File: config.mk
export PLATFORM = sky130hd
export DESIGN_NAME = fb_write_arbiter
export DESIGN_NICKNAME = d
export VERILOG_FILES = /design/src/rtl/fb_write_arbiter.sv
export SDC_FILE = /design/constraint.sdc
export NUM_CORES = 1
export LEC_CHECK = 0
export BUFFER_PORTS_ARGS = -buffer_cell sky130_fd_sc_hd__buf_2
export CAP_MARGIN = 20
export CORE_MARGIN = 3
export CORE_UTILIZATION = 31
export CTS_CLUSTER_DIAMETER = 80
export DETAILED_ROUTE_END_ITERATION = 8
export PLACE_DENSITY = 0.58
export SETUP_SLACK_MARGIN = 0.2
export SLEW_MARGIN = 20
export SYNTH_ARGS = -nofsm -noshare
export SYNTH_HDL_FRONTEND = slang
export SYNTH_SLANG_ARGS = --single-unit
File: constraint.sdc
create_clock -name clk_in -period 5.7 [get_ports clk_in]
set_clock_uncertainty 0.2 [all_clocks]
set_input_delay 0.855 -clock clk_in [delete_from_list [all_inputs] [get_ports clk_in]]
set_output_delay 0.855 -clock clk_in [all_outputs]
set_load 0.03 [all_outputs]
File: src/rtl/fb_write_arbiter.sv
// fb_write_arbiter
// Sequences every write into the frame-buffer RAM and shares its single write
// port between two requesters and a built-in clear engine.
//
// Ports:
//   clk_in, reset           system clock (posedge), async active-high reset
//   req0_* / req1_*         valid/ready write requests with address and data
//   clear_start/clear_value one-cycle pulse that starts a fill of the whole RAM
//   clear_busy/clear_done   sweep in progress / one-cycle completion pulse
//   ram_*                   registered RAM write-port controls
//   grant_owner             0 none, 1 req0, 2 req1, 3 clear engine
//   writes_done             wrapping count of accepted requester writes
module fb_write_arbiter #(
    parameter int ADDR_WIDTH   = 12,
    parameter int DATA_WIDTH   = 8,
    parameter int WRITE_CYCLES = 2,
    parameter logic [ADDR_WIDTH-1:0] CLEAR_LAST = 12'd4095
) (
    input  logic                  clk_in,
    input  logic                  reset,
    input  logic                  req0_valid,
    input  logic [ADDR_WIDTH-1:0] req0_addr,
    input  logic [DATA_WIDTH-1:0] req0_data,
    output logic                  req0_ready,
    input  logic                  req1_valid,
    input  logic [ADDR_WIDTH-1:0] req1_addr,
    input  logic [DATA_WIDTH-1:0] req1_data,
    output logic                  req1_ready,
    input  logic                  clear_start,
    input  logic [DATA_WIDTH-1:0] clear_value,
    output logic                  clear_busy,
    output logic                  clear_done,
    output logic [ADDR_WIDTH-1:0] ram_address,
    output logic [DATA_WIDTH-1:0] ram_data_out,
    output logic                  ram_write_enable,
    output logic                  ram_clk_enable,
    output logic [1:0]            grant_owner,
    output logic [15:0]           writes_done
);

    typedef enum logic [1:0] {IDLE, WRITE, CLEAR} state_t;

    localparam logic [2:0] HOLD_LAST = 3'(WRITE_CYCLES);

    state_t                state;
    logic [2:0]            cycle_cnt;
    logic [ADDR_WIDTH-1:0] clear_addr;
    logic [DATA_WIDTH-1:0] clear_fill;
    logic                  rr_ptr;
    logic                  grant0;
    logic                  grant1;

    // rr_ptr = 1 means req1 is preferred on the next contended cycle.
    // clear_start beats both requesters in the same cycle.
    always_comb begin
        grant0 = (state == IDLE) && !clear_start && req0_valid &&
                 (!req1_valid || !rr_ptr);
        grant1 = (state == IDLE) && !clear_start && req1_valid &&
                 (!req0_valid || rr_ptr);
    end

    assign req0_ready = grant0;
    assign req1_ready = grant1;

    // cycle_cnt counts enable cycles of the current write, starting at 1 on
    // the edge that raises the enables. In CLEAR, 0 marks the single setup
    // cycle between clear_start and the first sweep write.
    always_ff @(posedge clk_in or posedge reset) begin
        if (reset) begin
            state            <= IDLE;
            cycle_cnt        <= '0;
            clear_addr       <= '0;
            clear_fill       <= '0;
            rr_ptr           <= 1'b0;
            clear_busy       <= 1'b0;
            clear_done       <= 1'b0;
            ram_address      <= '0;
            ram_data_out     <= '0;
            ram_write_enable <= 1'b0;
            ram_clk_enable   <= 1'b0;
            grant_owner      <= 2'd0;
            writes_done      <= 16'd0;
        end else begin
            clear_done <= 1'b0;
            case (state)
                IDLE: begin
                    if (clear_start) begin
                        state       <= CLEAR;
                        clear_fill  <= clear_value;
                        clear_addr  <= '0;
                        cycle_cnt   <= 3'd0;
                        clear_busy  <= 1'b1;
                        grant_owner <= 2'd3;
                    end else if (grant0 || grant1) begin
                        ram_address      <= grant0 ? req0_addr : req1_addr;
                        ram_data_out     <= grant0 ? req0_data : req1_data;
                        ram_write_enable <= 1'b1;
                        ram_clk_enable   <= 1'b1;
                        grant_owner      <= grant0 ? 2'd1 : 2'd2;
                        rr_ptr           <= grant0;
                        writes_done      <= writes_done + 16'd1;
                        cycle_cnt        <= 3'd1;
                        state            <= WRITE;
                    end
                end
                WRITE: begin
                    if (cycle_cnt == HOLD_LAST) begin
                        ram_write_enable <= 1'b0;
                        ram_clk_enable   <= 1'b0;
                        grant_owner      <= 2'd0;
                        state            <= IDLE;
                    end else begin
                        cycle_cnt <= cycle_cnt + 3'd1;
                    end
                end
                CLEAR: begin
                    if (cycle_cnt == 3'd0) begin
                        ram_address      <= '0;
                        ram_data_out     <= clear_fill;
                        ram_write_enable <= 1'b1;
                        ram_clk_enable   <= 1'b1;
                        cycle_cnt        <= 3'd1;
                    end else if (cycle_cnt != HOLD_LAST) begin
                        cycle_cnt <= cycle_cnt + 3'd1;
                    end else if (clear_addr == CLEAR_LAST) begin
                        ram_write_enable <= 1'b0;
                        ram_clk_enable   <= 1'b0;
                        grant_owner      <= 2'd0;
                        clear_busy       <= 1'b0;
                        clear_done       <= 1'b1;
                        state            <= IDLE;
                    end else begin
                        // enables stay high; only the address steps on
                        clear_addr  <= clear_addr + 1'b1;
                        ram_address <= clear_addr + 1'b1;
                        cycle_cnt   <= 3'd1;
                    end
                end
                default: state <= IDLE;
            endcase
        end
    end

endmodule

Word level (Yosys, flattened, before mapping)
Index checks and enable logic that the tools add are counted.
{"block": "word_totals", "output_inout_bits": 44, "regBits": 67, "inputBits": 53, "wordCells": 109}
{"block": "op_classes", "mux": 47, "reduce_logical": 26, "n_eq_ne": 20, "n_bitwise": 1, "add_sub_neg": 3}
{"operator": "$mux 12", "n": 8}
{"operator": "$pmux 12 s2", "n": 2}
{"operator": "$mux 8", "n": 4}
{"operator": "$reduce_and 5->1", "n": 4}
{"operator": "$mux 2", "n": 9}
{"operator": "$mux 3", "n": 6}
{"operator": "$ne 2x2->1 const B", "n": 9}
{"operator": "$add 16x1->16 const B", "n": 1}
{"operator": "$pmux 8 s2", "n": 1}
{"operator": "$add 12x1->12 const B", "n": 1}
{"operator": "$eq 12x12->1 const B", "n": 1}
{"operator": "$mux 1", "n": 12}
{"operator": "$pmux 2 s3", "n": 2}
{"operator": "$reduce_and 6->1", "n": 2}
{"operator": "$ne 3x3->1 const B", "n": 3}
{"operator": "$pmux 3 s3", "n": 1}
{"operator": "$reduce_and 4->1", "n": 2}
{"operator": "$ne 3x2->1 const B", "n": 2}
{"operator": "$logic_and 1x1->1", "n": 5}
{"operator": "$logic_not 1->1", "n": 4}
{"operator": "$ne 4x4->1 const B", "n": 1}
{"operator": "$add 3x1->3 const B", "n": 1}
{"operator": "$eq 3x2->1 const B", "n": 1}
{"operator": "$logic_not 3->1", "n": 1}
{"operator": "12 further kinds", "n": 14}

Logic depth before layout (Yosys ltp)
{"block": "depth", "word_depth": 8, "depth_mapped": 10, "ltp_nobuf": 8}

Least setup slack after synthesis
No wires, ideal clock.
{"block": "synth_path", "path_kind": "input -> output", "start": "in clear_start", "end": "out req0_ready", "required_ns": 4.645, "path_buffers": 2, "arrival_ns": 1.681, "path_slack_ns": 2.964, "stages": 5, "path_cell_list": "nor2b_1 -> buf_2 -> nand3_1 -> buf_2 -> inv_1"}
{"block": "synth_between", "elab_chain_cells": 4}
{"item": "start: declaration", "line": "29", "text": "input logic clear_start,"}
{"item": "$logic_not 1->1", "line": "56", "text": "grant0 = (state == IDLE) && !clear_start && req0_valid &&"}
{"item": "$logic_and 1x1->1 (3 in series)", "line": "56"}
{"item": "end: declaration", "line": "24", "text": "output logic req0_ready,"}
Every way passes these cells.

Worst setup path after layout
{"block": "layout_path", "start": "reg state[1]", "end": "out req0_ready"}
{"block": "layout_between", "elab_chain_cells": 4}
{"item": "start: declaration", "line": "45", "text": "state_t state;"}
{"item": "start signal: assignment", "line": "70", "text": "state <= IDLE;"}
{"item": "start signal: assignment", "line": "88", "text": "state <= CLEAR;"}
{"item": "start signal: assignment", "line": "103", "text": "state <= WRITE;"}
{"item": "$logic_not 2->1", "line": "56"}
{"item": "$logic_and 1x1->1 (3 in series)", "line": "56"}
Every way passes these cells.

==> flow_summary.toml <==
[route]
drc = 0
first_iter_violations = 142
drt-total-wl_mm = 8.74
via_count = 2952
dr.pass1.iters = 4
avgViaCountPerCell = 4.92
wl_per_cell_um = 14.6
ant_nets = 0

[logic_synthesis]
synth_top_cells_by_count = "67 x dfrtp_1, 37 x nand2_1, 37 x o21ai_0"
ys_types = 45
ys_warn_count = 0
synth-seq-cells = 67
synth_cells = 361
netlist.area_leader.share = 0.456
async_flop_share = 1.00
ys_seq_area_frac = 0.456
synth_edf_count = 0
synth_top_area_cell = "dfrtp_1"
synth_ff_type = "dfrtp_1"
yosysMostFrequentCell = "dfrtp_1"
syn_avg_cell_area_um2 = 10.2
syn_area_um2 = 3670
synthTopCellsByArea = "dfrtp_1 46%, mux2i_1 6.3%, mux2_2 6.1%, o21ai_0 5.0%, nand2_1 3.8%"
syn_nets = 423

[setup_path]
setup.worst_path.class = "flip-flop to output pin"
reg2reg_setup_slack_ns = 2.62
crit_fanout = 8
start_kind = "flip-flop"
critPathCaptureType = "output pin"
cp.required_ns = 4.64
cp_cell_sequence = "inv_1, ha_1, nor2b_1, nand3_1, inv_1, buf_2"
slowest_stage = "nor2b_1"
path_common_cell = "inv_1"
cpPeakStageDelay_ns = 0.47
crit_arrival_ns = 2.10
ff2ff_path_depth = 6

[clock_network]
holdBufCountCts = 0
path_clk_slew_ns = 0.05
cts_tree = "done"
clkSinkCount = 67
cts_max_path_buffers = 2
cts_inserted_buffers = 9
htreeDepth = 3
cts_setup_buffers = 0
insertion_delay_ns = 0.33
cts-root-buf = "clkbuf_16"
cts-resized-gates = 0

[run]
cap_violations = 0

[die]
start_util = 0.319
dieArea_um2 = 13200
die_w_um = 115
core_region_area_um2 = 11500
rows = 39
die_height_um = 115
io_pins = 97

[finish]
drive_gt1_frac = 0.315
antenna_cells = 0
fin_nets = 515
fill_cells = 1150
syn2layout_area_growth_pct = 24.2
post-route-util = 0.396
fin_cells = 600

[sta]
slew_viol_final = 0
slew_headroom = 0.534
max_freq_ghz = 0.317
rsz0062_at_grt = "no"
finalSetupViolCount = 0
hold_viol_final = 0
post-route-period-util = 0.554
worst_pin_slew_ns = 0.693
fin_setup_tns_ns = 0
period_minus_slack_ns = 3.16

[worst_hold_path]
hold_path.class = "flip-flop to flip-flop"
min_path_cells = 1

[grt]
grt_pass1_vias = 2907
antenna_found_initial = 0
grt_start_max_net_pins = 45
track_usage = 0.138
grt.overflow.total = 0
grt_pass1_wl_mm = 14.5

[place]
gp_congestion = 0.814
dp.final_hpwl_mm = 6.50
dpl.cell_count = 585
io_buffer_count = 96

[power]
cellLeakagePower_nw = 2.23
ir_drop_mv = 0.212
power.density_nw_per_um2 = 487

[status]
status = "finished, final reports clean"
-- stage by stage --
stage | cell area [µm²] | power [mW] | setup WS (ns) | hold WS (ns)
floorplan | 3670 | 1.44 | 2.96 | 0.272
detailed placement | 4260 | 1.68 | 2.60 | 0.265
global route | 4560 | 2.38 | 2.29 | 0.305
finish | 4560 | 2.22 | 2.54 | 0.267
global placement | 4260 | 1.66 | 2.70 | 0.256
CTS | 4560 | 2.25 | 2.53 | 0.273
-- flip-flops by register name, indices dropped and copies added, names as in the netlist --
signal,flops
writes_done,16
clear_addr,12
ram_address,12
clear_fill,8
ram_data_out,8
cycle_cnt,3
grant_owner,2
state,2
clear_busy,1
clear_done,1
ram_clk_enable,1
rr_ptr,1
-- cell families (layout without fill, tap and decap cells) --
| group | Yosys count | after routing | share of synthesized area |
|---|---|---|---|
| adder cells (fa/ha/maj) | 9 | 9 | 0.0307 |
| multiplexers | 43 | 43 | 0.124 |
| flip-flops | 67 | 67 | 0.456 |
| AND/OR/NAND/NOR | 109 | 109 | 0.153 |
| XOR/XNOR | 25 | 25 | 0.0596 |
| AO/OA/AOI/OAI | 79 | 79 | 0.139 |
| buffers and inverters | 29 | 125 | 0.0375 |
-- per-layer routing --
layer / wire, µm / vias to the layer above / part of all wire / global-route usage
met3: 419 / 11 / 0.048 / 0.0384
met1: 4160 / 1399 / 0.48 / 0.194
li1: - / 1465 / - / -
met5: 0 / - / 0 / 0
met4: 140 / 0 / 0.016 / 0.0376
met2: 4020 / 77 / 0.46 / 0.211
-- final timing paths --
| path | to | startpoint |
|---|---|---|
| worst max-delay path | req0_ready | state[1] |
| worst min-delay path | writes_done[15] | writes_done[15] |
| worst max register to register | ram_address[1] | state[0] |
| worst min register to register | writes_done[15] | writes_done[15] |
| max in group asynchronous | cycle_cnt[0] | reset |
| min in group asynchronous | rr_ptr | reset |
-- worst max-delay path, delay by kind of cell (launching register included) --
family / cells / cell delay, ns
simple gates: 2 / 0.64
buf+inv: 3 / 0.46
flops: 1 / 0.41
fa+ha+maj: 1 / 0.26
-- cells in the final DEF (no fill, tap or decap), types with 2 or more instances in the layout --
cell type   Yosys  final
xnor2_1        14     14
ha_1            9      9
mux2i_1        23     23
nand3_1        13     13
o22a_1         13     13
buf_4           1      3
o211ai_1        2      2
or2_2           3      3
a21oi_1         9      9
nand2b_1        4      4
a31oi_1         4      4
o21ai_0        37     37
and4_1          2      2
nand2_1        37     37
xor2_1         11     11
buf_2           8     96
dfrtp_1        67     67
clkbuf_16       0      9
mux2_2         20     20
nand4_1         6      6
inv_1          11     10
o31ai_1         3      3
or3_1           3      3
and3_1          8      8
clkbuf_8        0      2
nor3_1          3      3
nor2_1         21     21
clkinvlp_4      0      2
a221o_1         2      2
nand3b_1        2      2
-- area by class of cell --
class / instances / area (µm²) / share of cell area
Multi-Input combinational cell: 265 / 1860 / 0.408
Sequential cell: 67 / 1680 / 0.368
Timing Repair Buffer: 99 / 503 / 0.110
Clock buffer: 11 / 253 / 0.0554
Tap cell: 143 / 179 / 0.0392
Clock inverter: 4 / 50.0 / 0.0110
Inverter: 11 / 41.3 / 0.00905
-- where the power goes --
group	total, mW	switching [mW]	internal (mW)
combinational	0.937	0.588	0.349
clock	0.560	0.201	0.359
sequential	0.724	0.101	0.623
Note: power is estimated with default switching activity, not from simulation.
